--- src/rtl/spi_pkg.sv ---
// rtl/spi_pkg.sv - shared SPI constants and receiver state encoding
package spi_pkg;

    localparam int SPI_DATA_W = 12;

    typedef enum logic [1:0] {
        IDLE  = 2'd0,
        SHIFT = 2'd1,
        LOAD  = 2'd2
    } spi_rx_state_e;

endpackage

--- src/rtl/spi_sync.sv ---
// rtl/spi_sync.sv - multi-flop synchroniser for one asynchronous input bit
module spi_sync #(
    parameter int   STAGES  = 2,
    parameter logic RST_VAL = 1'b0
) (
    input  logic clk,
    input  logic rst,
    input  logic d,
    output logic q
);

    logic [STAGES-1:0] ff;

    always_ff @(posedge clk or posedge rst) begin
        if (rst) begin
            ff <= {STAGES{RST_VAL}};
        end else begin
            ff[0] <= d;
            for (int i = 1; i < STAGES; i++) begin
                ff[i] <= ff[i-1];
            end
        end
    end

    assign q = ff[STAGES-1];

endmodule

--- src/rtl/spi_slave_rx.sv ---
// rtl/spi_slave_rx.sv - SPI slave receiver, LSB first, one-word output buffer
// Optional abort pulse output enabled by macro SPI_SLAVE_FRAME_ERR_EN.
module spi_slave_rx
    import spi_pkg::*;
#(
    parameter int DATA_W      = SPI_DATA_W,
    parameter int SYNC_STAGES = 2
) (
    input  logic              clk,
    input  logic              rst,
    input  logic              sclk,
    input  logic              cs,
    input  logic              mosi,
    output logic [DATA_W-1:0] dout,
    output logic              dout_valid,
    input  logic              dout_ready,
`ifdef SPI_SLAVE_FRAME_ERR_EN
    output logic              frame_err,
`endif
    output logic              overrun
);

    localparam int CNT_W = (DATA_W > 1) ? $clog2(DATA_W) : 1;

    logic sclk_s, cs_s, mosi_s;
    logic sclk_d, cs_d, mosi_d;
    logic sclk_rise;
    logic cs_fall;
    logic last_bit;

    spi_rx_state_e state, state_nxt;
    logic [CNT_W-1:0]  cnt;
    logic [DATA_W-1:0] shift;

    spi_sync #(.STAGES(SYNC_STAGES), .RST_VAL(1'b0)) u_sync_sclk (
        .clk (clk), .rst (rst), .d (sclk), .q (sclk_s)
    );

    spi_sync #(.STAGES(SYNC_STAGES), .RST_VAL(1'b1)) u_sync_cs (
        .clk (clk), .rst (rst), .d (cs), .q (cs_s)
    );

    spi_sync #(.STAGES(SYNC_STAGES), .RST_VAL(1'b0)) u_sync_mosi (
        .clk (clk), .rst (rst), .d (mosi), .q (mosi_s)
    );

    // The rise pulse is registered, so mosi_d is the sample aligned with it.
    always_ff @(posedge clk or posedge rst) begin
        if (rst) begin
            sclk_d    <= 1'b0;
            cs_d      <= 1'b1;
            mosi_d    <= 1'b0;
            sclk_rise <= 1'b0;
        end else begin
            sclk_d    <= sclk_s;
            cs_d      <= cs_s;
            mosi_d    <= mosi_s;
            sclk_rise <= sclk_s & ~sclk_d & ~cs_s;
        end
    end

    assign cs_fall  = cs_d & ~cs_s;
    assign last_bit = sclk_rise && (cnt == CNT_W'(DATA_W - 1));

    always_ff @(posedge clk or posedge rst) begin
        if (rst) begin
            state <= IDLE;
        end else begin
            state <= state_nxt;
        end
    end

    // cs_fall needs cs_d high, so a cs held low after LOAD cannot re-arm.
    always_comb begin
        state_nxt = state;
        case (state)
            IDLE: begin
                if (cs_fall) begin
                    state_nxt = SHIFT;
                end
            end
            SHIFT: begin
                if (last_bit) begin
                    state_nxt = LOAD;
                end else if (cs_s) begin
                    state_nxt = IDLE;
                end
            end
            LOAD: begin
                state_nxt = IDLE;
            end
            default: begin
                state_nxt = IDLE;
            end
        endcase
    end

    always_ff @(posedge clk or posedge rst) begin
        if (rst) begin
            cnt        <= '0;
            shift      <= '0;
            dout       <= '0;
            dout_valid <= 1'b0;
            overrun    <= 1'b0;
        end else begin
            if (state == IDLE && cs_fall) begin
                cnt <= '0;
            end else if (state == SHIFT && sclk_rise) begin
                shift[cnt] <= mosi_d;
                cnt        <= cnt + CNT_W'(1);
            end

            // A load wins over consumption: the buffer is refilled, never emptied.
            if (state == LOAD) begin
                dout       <= shift;
                dout_valid <= 1'b1;
                if (dout_valid && !dout_ready) begin
                    overrun <= 1'b1;
                end
            end else if (dout_valid && dout_ready) begin
                dout_valid <= 1'b0;
            end
        end
    end

`ifdef SPI_SLAVE_FRAME_ERR_EN
    logic abort;

    assign abort = (state == SHIFT) && cs_s && !last_bit;

    always_ff @(posedge clk or posedge rst) begin
        if (rst) begin
            frame_err <= 1'b0;
        end else begin
            frame_err <= abort;
        end
    end
`endif

endmodule

--- config.mk ---
export PLATFORM = sky130hd
export DESIGN_NAME = spi_slave_rx
export DESIGN_NICKNAME = d
export VERILOG_FILES = /design/src/rtl/spi_pkg.sv /design/src/rtl/spi_sync.sv /design/src/rtl/spi_slave_rx.sv
export SDC_FILE = /design/constraint.sdc
export NUM_CORES = 1
export LEC_CHECK = 0
export ABC_AREA = 1
export CELL_PAD_IN_SITES_DETAIL_PLACEMENT = 1
export CELL_PAD_IN_SITES_GLOBAL_PLACEMENT = 2
export CORE_MARGIN = 3
export CORE_UTILIZATION = 35
export DETAILED_ROUTE_END_ITERATION = 10
export PLACE_DENSITY_LB_ADDON = 0.1
export RECOVER_POWER = 100
export SLEW_MARGIN = 10
export SYNTH_ARGS = -nofsm -noshare
export SYNTH_HDL_FRONTEND = slang
export SYNTH_SLANG_ARGS = --single-unit
--- constraint.sdc ---
create_clock -name clk -period 4.27 [get_ports clk]
set_clock_uncertainty 0.2 [all_clocks]
set_input_delay 0.6405 -clock clk [delete_from_list [all_inputs] [get_ports clk]]
set_output_delay 0.6405 -clock clk [all_outputs]
set_load 0.01 [all_outputs]
== After elaboration in Yosys (flattened, before gate mapping) ==
Index checks and enable logic that the tools add are counted.
W data, S select, Z words.
Storage, ports and cells
  flip-flop bits (word level): 42
  input port bits: 6
Cells by class
  $add $sub $neg: 1
  $lt $le $gt $ge: 2
  eq/ne operators: 5
  muxes and demuxes: 11
  bitwise logic cells: 6
  reduce and logical (&&, ||, !) cells: 13
Operators with widths (number)
  $bwmux W12: 1
  $mux W4: 2
  $logic_and A1 B1 Y1: 6
  $mux W2: 3
  $reduce_and A2 Y1: 3
  $lt A4 B5 Y1 const B: 1
  $add A4 B1 Y4 const B: 1
  $demux W1 S4: 1
  $eq A4 B4 Y1 const B: 1
  $ge A4 B1 Y1 const B: 1
  $pmux W2 S2: 1
  $reduce_bool A2 Y1: 2
  $and A1 B1 Y1: 3
  $mux W1: 3
  $ne A3 B2 Y1 const B: 1
  $not A1 Y1: 3
  $eq A2 B1 Y1 const B: 1
  $eq A2 B2 Y1 const B: 1
  $logic_not A2 Y1: 1
  $ne A2 B2 Y1 const B: 1
  $logic_not A1 Y1: 1

== Longest topological paths before layout ==
Gate-level depths: netlist of run 1.
  depth in word-level cells: 5
  depth in mapped cells: 6
  gate-level depth less buffers: 6

== Modules after synthesis ==
Synthesis of run 1 repeated with hierarchy kept, for this count alone.
Unflattened totals
  cell total of the unflattened synthesis: 181
  area, all modules: 1717.9 sq um
Modules (own cells, without submodules)
  spi_slave_rx: times used 1, cells each 172, area an instance 1554.0 sq um, seq. area each 902.1 sq um
  spi_sync at u_sync_mosi ...: times used 2, cells each 3, area an instance 53.8 sq um, seq. area each 50.0 sq um
  spi_sync at u_sync_cs: times used 1, cells each 3, area an instance 56.3 sq um, seq. area each 52.6 sq um

== Worst setup path after synthesis of run 1 ==
No wires, ideal clock.
  path kind: reg2reg
  start point: register cnt[0]
  end point: register shift[2]
  data arrival time: 1000 ps
  setup slack: 2949 ps
  stages on the path, launching flop included: 6
  path buffers: 0
  cell sequence: dfrtp_1 -> inv_1 -> ha_1 -> nand2_1 -> o21ai_0 -> nand2_1
Between the ends
  cells in the longest elaborated chain, start to end: 5
  elaborated cells between the ends (all ways): 6
  classes of those cells: order compare (2); mux (3); reduce/logical (1)
RTL lines
  start: declaration: line spi_slave_rx.sv:32  | logic [CNT_W-1:0] cnt;
  start signal: assignment: line spi_slave_rx.sv:110  | cnt <= cnt + CNT_W'(1);
  $lt A4 B5 Y1 (implied by the code) or $ge A4 B1 Y1 (tied branches): line spi_slave_rx.sv:109  | shift[cnt] <= mosi_d;
  $logic_and A1 B1 Y1 (implied by the code): line spi_slave_rx.sv:109
  $mux W1 (implied by the code): line spi_slave_rx.sv:109
  $demux W1 S4 (*): line spi_slave_rx.sv:109
  $bwmux W12 (*): line spi_slave_rx.sv:109
  end signal: indexed assignment: line spi_slave_rx.sv:109
  end: declaration: line spi_slave_rx.sv:33  | logic [DATA_W-1:0] shift;
Mark *: on every way between the ends. The rest lies on a longest branch, timed or not.
A chain may end at the register's enable or synchronous reset.

== Worst setup path after layout of run 1 ==
  start point: register state[1]
  end point: register shift[10]
Between the ends
  cells in the longest elaborated chain, start to end: 4
  elaborated cells between the ends (all ways): 6
  classes of those cells: eq/ne (1); bitwise (1); reduce/logical (4)
RTL lines
  start: declaration: line spi_slave_rx.sv:31  | spi_rx_state_e state, state_nxt;
  start signal: assignment: line spi_slave_rx.sv:69  | state <= state_nxt;
  $logic_not A2 Y1: line spi_slave_rx.sv:106  | if (state == IDLE && cs_fall) begin
  $logic_and A1 B1 Y1: line spi_slave_rx.sv:106
  $not A1 Y1 (no source line)
  $reduce_and A2 Y1 (no source line) (*)
Marks and branches as above.

==> results of run 1 <==
## state kept, by name, indices dropped and copies added (netlist names)
name and count:
cnt 4, overrun 1, sclk_d 1, u_sync_sclk.ff 2
u_sync_mosi.ff 2, mosi_d 1, u_sync_cs.ff 2, state 2
shift 12, dout 12, sclk_rise 1, dout_valid 1
cs_d 1
## Yosys cell counts
master	number
inv_2	3
o31ai_1	1
nand3_1	24
nor2_2	1
inv_1	10
nor2_4	3
nor2_1	4
buf_2	3
nor2_8	1
dfstp_2	3
o21ai_0	7
ha_1	4
dfrtp_1	39
clkbuf_2	1
o21ai_1	1
nand4_1	11
nor3_1	1
buf_6	2
nand2_1	61
nand2_4	1
## cells in the final DEF, fill, tap and decap left out, drive strengths merged
master / count
buf: 1
bufinv: 1
clkbuf: 7
clkdlybuf4s50: 1
dfrtp: 39
dfstp: 3
dlygate4sd3: 18
ha: 4
inv: 13
nand2: 62
nand3: 24
nand4: 11
nor2: 9
nor3: 1
o21ai: 8
o31ai: 1
## per-layer routing
metal / vias up / share of wire [%] / wire (um) / global-route usage (%)
li1: 633 / - / - / -
met1: 597 / 48 / 1650 / 15.8
met2: 21 / 47 / 1620 / 21.2
met3: 4 / 4.0 / 137 / 3.52
met4: 0 / 1.2 / 40 / 4.89
met5: - / 0 / 0 / 0
## cell families after synthesis
group	Yosys count	share of synthesized area, %
AND/OR/NAND/NOR	107	29.1
buffers and inverters	19	5.21
flip-flops	42	60.2
AO/OA/AOI/OAI	9	2.71
adder cells (fa/ha/maj)	4	2.86
## final cells by class
class                      instances  area share, %
timing repair buffer              20           9.52
multi-input combinational        120           27.7
clock inverter                     1           1.45
clock buffer                       7           4.16
sequential                        42           50.8
tap                               67           4.04
inverter                          13           2.35
## how the worst max path moves through the flow
stage	from	end	slack, ns
CTS	dout_valid$_DFFE_PP0P_	dout_valid	2.23
finish	state[1]$_DFFE_PP0P_	shift[10]$_DFFE_PP0P_	2.03
global placement	dout[4]$_DFFE_PP0P_	dout[4]	2.56
detailed placement	dout_valid$_DFFE_PP0P_	dout_valid	2.55
floorplan	rst	cnt[0]$_DFFE_PP0P_	2.46
global route	state[1]$_DFFE_PP0P_	shift[5]$_DFFE_PP0P_	1.74
## stage by stage
stage	cells	instance area, um2	power [mW]
finish	270	2080	0.787
global route	270	2080	0.830
CTS	270	2110	0.805
detailed placement	262	1990	0.479
global placement	262	1990	0.476
floorplan	181	1750	0.461
## power by group
part | switching [mW] | total (mW) | internal [mW]
clock | 0.132 | 0.323 | 0.191
sequential | 0.00983 | 0.421 | 0.411
combinational | 0.0306 | 0.0439 | 0.0132
==> results.md, run 1 <==
* Hold Crit Class: reg -> reg
* Worst Hold Launch: u_sync_mosi.ff[1]$_DFF_PP0_
* Synth Area per Inst at 9.68 um2
* Reg2Reg Setup Slack at about 2.0 ns
* Reg2reg start: state[1]$_DFFE_PP0P_
* Register area share after synthesis at 60.2%
* Initial Util at 36.6%
* Number of global-route vias before repair at approximately 1.3k
* Synthesized cell area at approximately 1800 um2
* Pwr dens at 379 nW/um2
* Synth cell types at 20
* Mean routed wirelength per cell at 12.8 um
* Rel. slew slack at 27.5%
* Std cell rows at 25
* Total global-route track usage at 12.8%
* Flops & latches, synth at 42
* Dpl ws at around 2.6 ns
* Fraction of the cycle the final worst path needs at 52.5%
* Levels on crit path at 6
* Total grt overflow at 0
* Crit-path cells: inv_1 > nand2_1 > nor2_1 > nand3_1 > nand2_1 > nand2_1
* Core Util, Final at 43.4%
* Nets@finish at between 200 and 250
* Slowest CP cell: nor2_1
* Synth top area share at 55.7%
* Cells after Synth at around 180
* WS Path Type: reg -> reg
* Initial antenna violation count at 0
* Buf/Inv on CP at 1
* Final count of negative-setup-slack endpoints at 0
* Die H at 76.8 um
* Fill count at about 570
* Die Area at 5890 um2
* Worst Max-Slew Pin Slew at about 1.1 ns
* R2r worst-path depth at 6
* Hold path depth at 0
* Largest delay share family, worst path: simple AND/OR/NAND/NOR gates
* FF/Latch Area at 1050 um2
* Ports at 20
* Worst EP required at 4.25 ns
* Crit path time final at 2.24 ns
* Root buffer cell: clkbuf_8
* Crit path arrival time at about 2.2 ns
* Max H-tree Level at 2
* Routed WL at around 3400 um
* Most used cell, CP: nand2_1
* Final setup margin at 2.03 ns
* DRT Pass-1 Iters at 4
* Outcome: complete, no violations
* Mapped Nets at 191
* Clock buffer depth at 2
* Vias/cell at 4.65
* Max_cap viols at 0
* # resized after CTS at 0
* Global-route wire length before repair at approximately 6000 um
* Leakage power at 1.06 nW
* Unrepaired setup endpoints after global routing: false
* Sink of the worst hold path: mosi_d$_DFF_PP0_
* Cts hold-fix bufs at 0
* HPWL after DPL at 2410 um
* Post-route ant nets at 0
* Critical Path Sink Type: flop
* Core area at 4790 um2
* Top cells by area, synth: dfrtp_1 56%, nand2_1 13%, nand3_1 6.9%
* Postcts setup bufs at 0
* Largest area contributor in the netlist: dfrtp_1
* Final Hold Viols at 0
* DRC at 0
* Max-slew violations at 0
* Vias at approximately 1.3k
* Skew-Pair Late Insertion Delay at 0.29 ns
* Largest stage delay, worst path at just over 0.8 ns
* Fin Setup TNS at 0 ns
* CTS sink cnt at 42
* Worst Hold Slack at roughly 0.15 ns
* Starting DRT DRC Count at 45
* VDD IR max at 0.151 mV
* Crit start category: flop
* Reg-to-Reg End: shift[10]$_DFFE_PP0P_
* Yosys Warn Count at 0
* # diodes at 0
* Worst Path Max Fanout at 18
* Share of layout cells above drive strength 1 at 7.88%
* IO buf count at 19
* Max Freq at 446 MHz
* Largest net degree at the start of global routing at 43
* Inserted Clock Buffers at 5
* CTS tree: built
* Synth-to-Final Area Change at 18.5%
* Reg clk slew, reported paths at 0.08 ns
* RD Place Congestion at 0.708
* Multi-input logic area at around 580 um2
* Die width at 76.8 um
No activity file was read; power rests on OpenSTA's default activity.
==> run 2: changes to the inputs <==
--- a/config.mk
+++ b/config.mk
@@ -9,7 +9,7 @@
 export CELL_PAD_IN_SITES_DETAIL_PLACEMENT = 1
 export CELL_PAD_IN_SITES_GLOBAL_PLACEMENT = 2
 export CORE_MARGIN = 3
-export CORE_UTILIZATION = 35
+export CORE_UTILIZATION = 34
 export DETAILED_ROUTE_END_ITERATION = 10
 export PLACE_DENSITY_LB_ADDON = 0.1
 export RECOVER_POWER = 100
==> constraint.sdc (replaced) <==
create_clock -name clk -period 2.22 [get_ports clk]
set_clock_uncertainty 0.2 [all_clocks]
set_input_delay 0.333 -clock clk [delete_from_list [all_inputs] [get_ports clk]]
set_output_delay 0.333 -clock clk [all_outputs]
set_load 0.01 [all_outputs]
==> results.md, run 2 (synthesis results as in run 1) <==
* Outcome: complete, no violations
* Root buffer cell: clkbuf_8
* WS Path Type: reg -> out
* Largest stage delay, worst path at 0.61 ns (-0.21 ns)
* Die H at 77.8 um (+1.3%)
* Unrepaired setup endpoints after global routing: false
* Reg clk slew, reported paths at 0.08 ns (about the same)
* Pwr dens at 680 nW/um2 (+80%)
* Top flop regs: dout (12), shift (12), cnt (4)
* Post-Layout Cell Count at 270 (unchanged)
* Number of global-route vias before repair at 1318 (+0.076%)
* Die width at 77.8 um (+1.3%)
* Postcts setup bufs at 0 (unchanged)
* Total power after layout at 1.41 mW (+79%)
* Ports at 20 (unchanged)
* Crit path time final at 1.82 ns
* Cts hold-fix bufs at 0 (unchanged)
* Skew-Pair Late Insertion Delay at 0.29 ns (about the same)
* Global-route wire length before repair at 6420 um (+5.7%)
* Levels on crit path at 1 (-5)
* Commonest non-fill, non-tap cell in the layout: nand2_1
* IO buf count at 19 (unchanged)
* DRT Pass-1 Iters at 4 (unchanged)
* Worst EP required at 1.69 ns (-2.56 ns)
* Max-slew violations at 0 (unchanged)
* Total grt overflow at 0 (unchanged)
* Reg-to-Reg End: shift[11]$_DFFE_PP0P_
* Post-placement cell area at 1990 um2 (unchanged)
* Slowest CP cell: dlygate4sd3_1
* Die Area at 6050 um2 (+2.7%)
* Fill count at 583 (+3.2%)
* Rel. slew slack at 30.7% (+3.1 points)
* Worst Path Max Fanout at 2 (-16)
* Final Hold Viols at 0 (unchanged)
* Vias at 1288 (+2.6%)
* Max Freq at 549 MHz
* Reg2Reg Setup Slack at 0.46 ns (-1.57 ns)
* Share of layout cells above drive strength 1 at 8.87% (+0.99 points)
* Most frequent cells in the layout: 62 x nand2_1, 39 x dfrtp_1, 24 x nand3_1
* Fin Setup TNS at 0 ns (unchanged)
* Crit path arrival time at 1.29 ns (-0.93 ns)
* DRC at 0 (unchanged)
* Multi-input logic area at 592 um2 (+2.8%)
* Nets@finish at 212 (unchanged)
* Inserted Clock Buffers at 5 (unchanged)
* Reg2reg start: state[1]$_DFFE_PP0P_
* Initial Util at 36.2% (-0.47 points)
* Total global-route track usage at 13.7% (+0.94 points)
* HPWL after DPL at 2640 um (+9.6%)
* FF/Latch Area at 1050 um2 (unchanged)
* Largest delay share family, worst path: buffers and inverters
* Placed instance count at 262 (unchanged)
* Std cell rows at 25 (unchanged)
* Hold path depth at 0 (unchanged)
* Routed WL at 3580 um (+3.9%)
* Buf/Inv on CP at 1 (unchanged)
* # resized after CTS at 0 (unchanged)
* Core area at 4850 um2 (+1.3%)
* Crit start category: flop
* Initial antenna violation count at 0 (unchanged)
* Vias/cell at 4.77 (+2.6%)
* Synth-to-Final Area Change at 18.1%
* Post-route cell area at 2070 um2 (-0.36%)
* Hold Crit Class: reg -> reg
* Core Util, Final at 42.7% (-0.71 points)
* Final count of negative-setup-slack endpoints at 0 (unchanged)
* R2r worst-path depth at 6 (unchanged)
* Largest net degree at the start of global routing at 43 (unchanged)
* CTS sink cnt at 42 (unchanged)
* Worst Hold Launch: u_sync_mosi.ff[0]$_DFF_PP0_
* Worst Max-Slew Pin Slew at 1.04 ns (-0.0431 ns)
* Sink of the worst hold path: u_sync_mosi.ff[1]$_DFF_PP0_
* Post-route ant nets at 0 (unchanged)
* Mean routed wirelength per cell at 13.3 um (+3.9%)
* # diodes at 0 (unchanged)
* Critical Path Sink Type: output port
* Leakage power at 1.07 nW (+0.68%)
* Starting DRT DRC Count at 57 (+27%)
* Crit-path cells: dlygate4sd3_1
* VDD IR max at 0.260 mV (+73%)
* RD Place Congestion at 0.753 (+6.4%)
* Clock buffer depth at 2 (unchanged)
* CTS tree: built
* Max_cap viols at 0 (unchanged)
* Fraction of the cycle the final worst path needs at 82.1%
* Max H-tree Level at 2 (unchanged)
run 2: changes by cell type in the layout (fill, tap and decap cells not counted), sizes merged:
cell,before,now
bufinv,1,0
clkinv,0,1
buf,1,0
clkinvlp,0,1
run 2: worst max-delay path by stage:
stage / from / end / slack [ns]
after floorplan: rst / cnt[0]$_DFFE_PP0P_ / 0.72
after global placement: state[1]$_DFFE_PP0P_ / overrun$_DFFE_PP0P_ / 0.68
after detailed placement: state[1]$_DFFE_PP0P_ / overrun$_DFFE_PP0P_ / 0.62
after CTS: dout[6]$_DFFE_PP0P_ / dout[6] / 0.46
after global routing: state[1]$_DFFE_PP0P_ / shift[11]$_DFFE_PP0P_ / 0.27
final: dout[6]$_DFFE_PP0P_ / dout[6] / 0.40
run 2: area by class of cell:
class / count / share of cell area [%]
Inverter: 13 / 2.36
Tap cell: 67 / 4.05
Multi-Input combinational cell: 120 / 28.6
Timing Repair Buffer: 20 / 9.43
Clock inverter: 2 / 0.605
Clock buffer: 6 / 3.99
Sequential cell: 42 / 51.0
run 2: per-layer routing:
metal	vias to the layer above	wire length, um	track usage [%]
met5	-	0	0
met4	0	62	5.34
met3	6	141	3.83
met2	19	1780	22.3
met1	630	1600	17.2
li1	633	-	-
run 2: per-stage QoR:
| step | setup WS [ns] | hold WS [ns] |
|---|---|---|
| finish | 0.398 | 0.156 |
| global route | 0.270 | 0.163 |
| CTS | 0.465 | 0.158 |
| detailed placement | 0.620 | 0.139 |
| global placement | 0.683 | 0.132 |
| floorplan | 0.718 | 0.131 |
run 2: power breakdown:
group	leakage [nW]	switching (mW)	total [mW]	internal (mW)
clock	0.0472	0.259	0.509	0.250
combinational	0.469	0.0612	0.0865	0.0253
sequential	0.553	0.0217	0.812	0.791
total	1.07	0.342	1.41	1.07
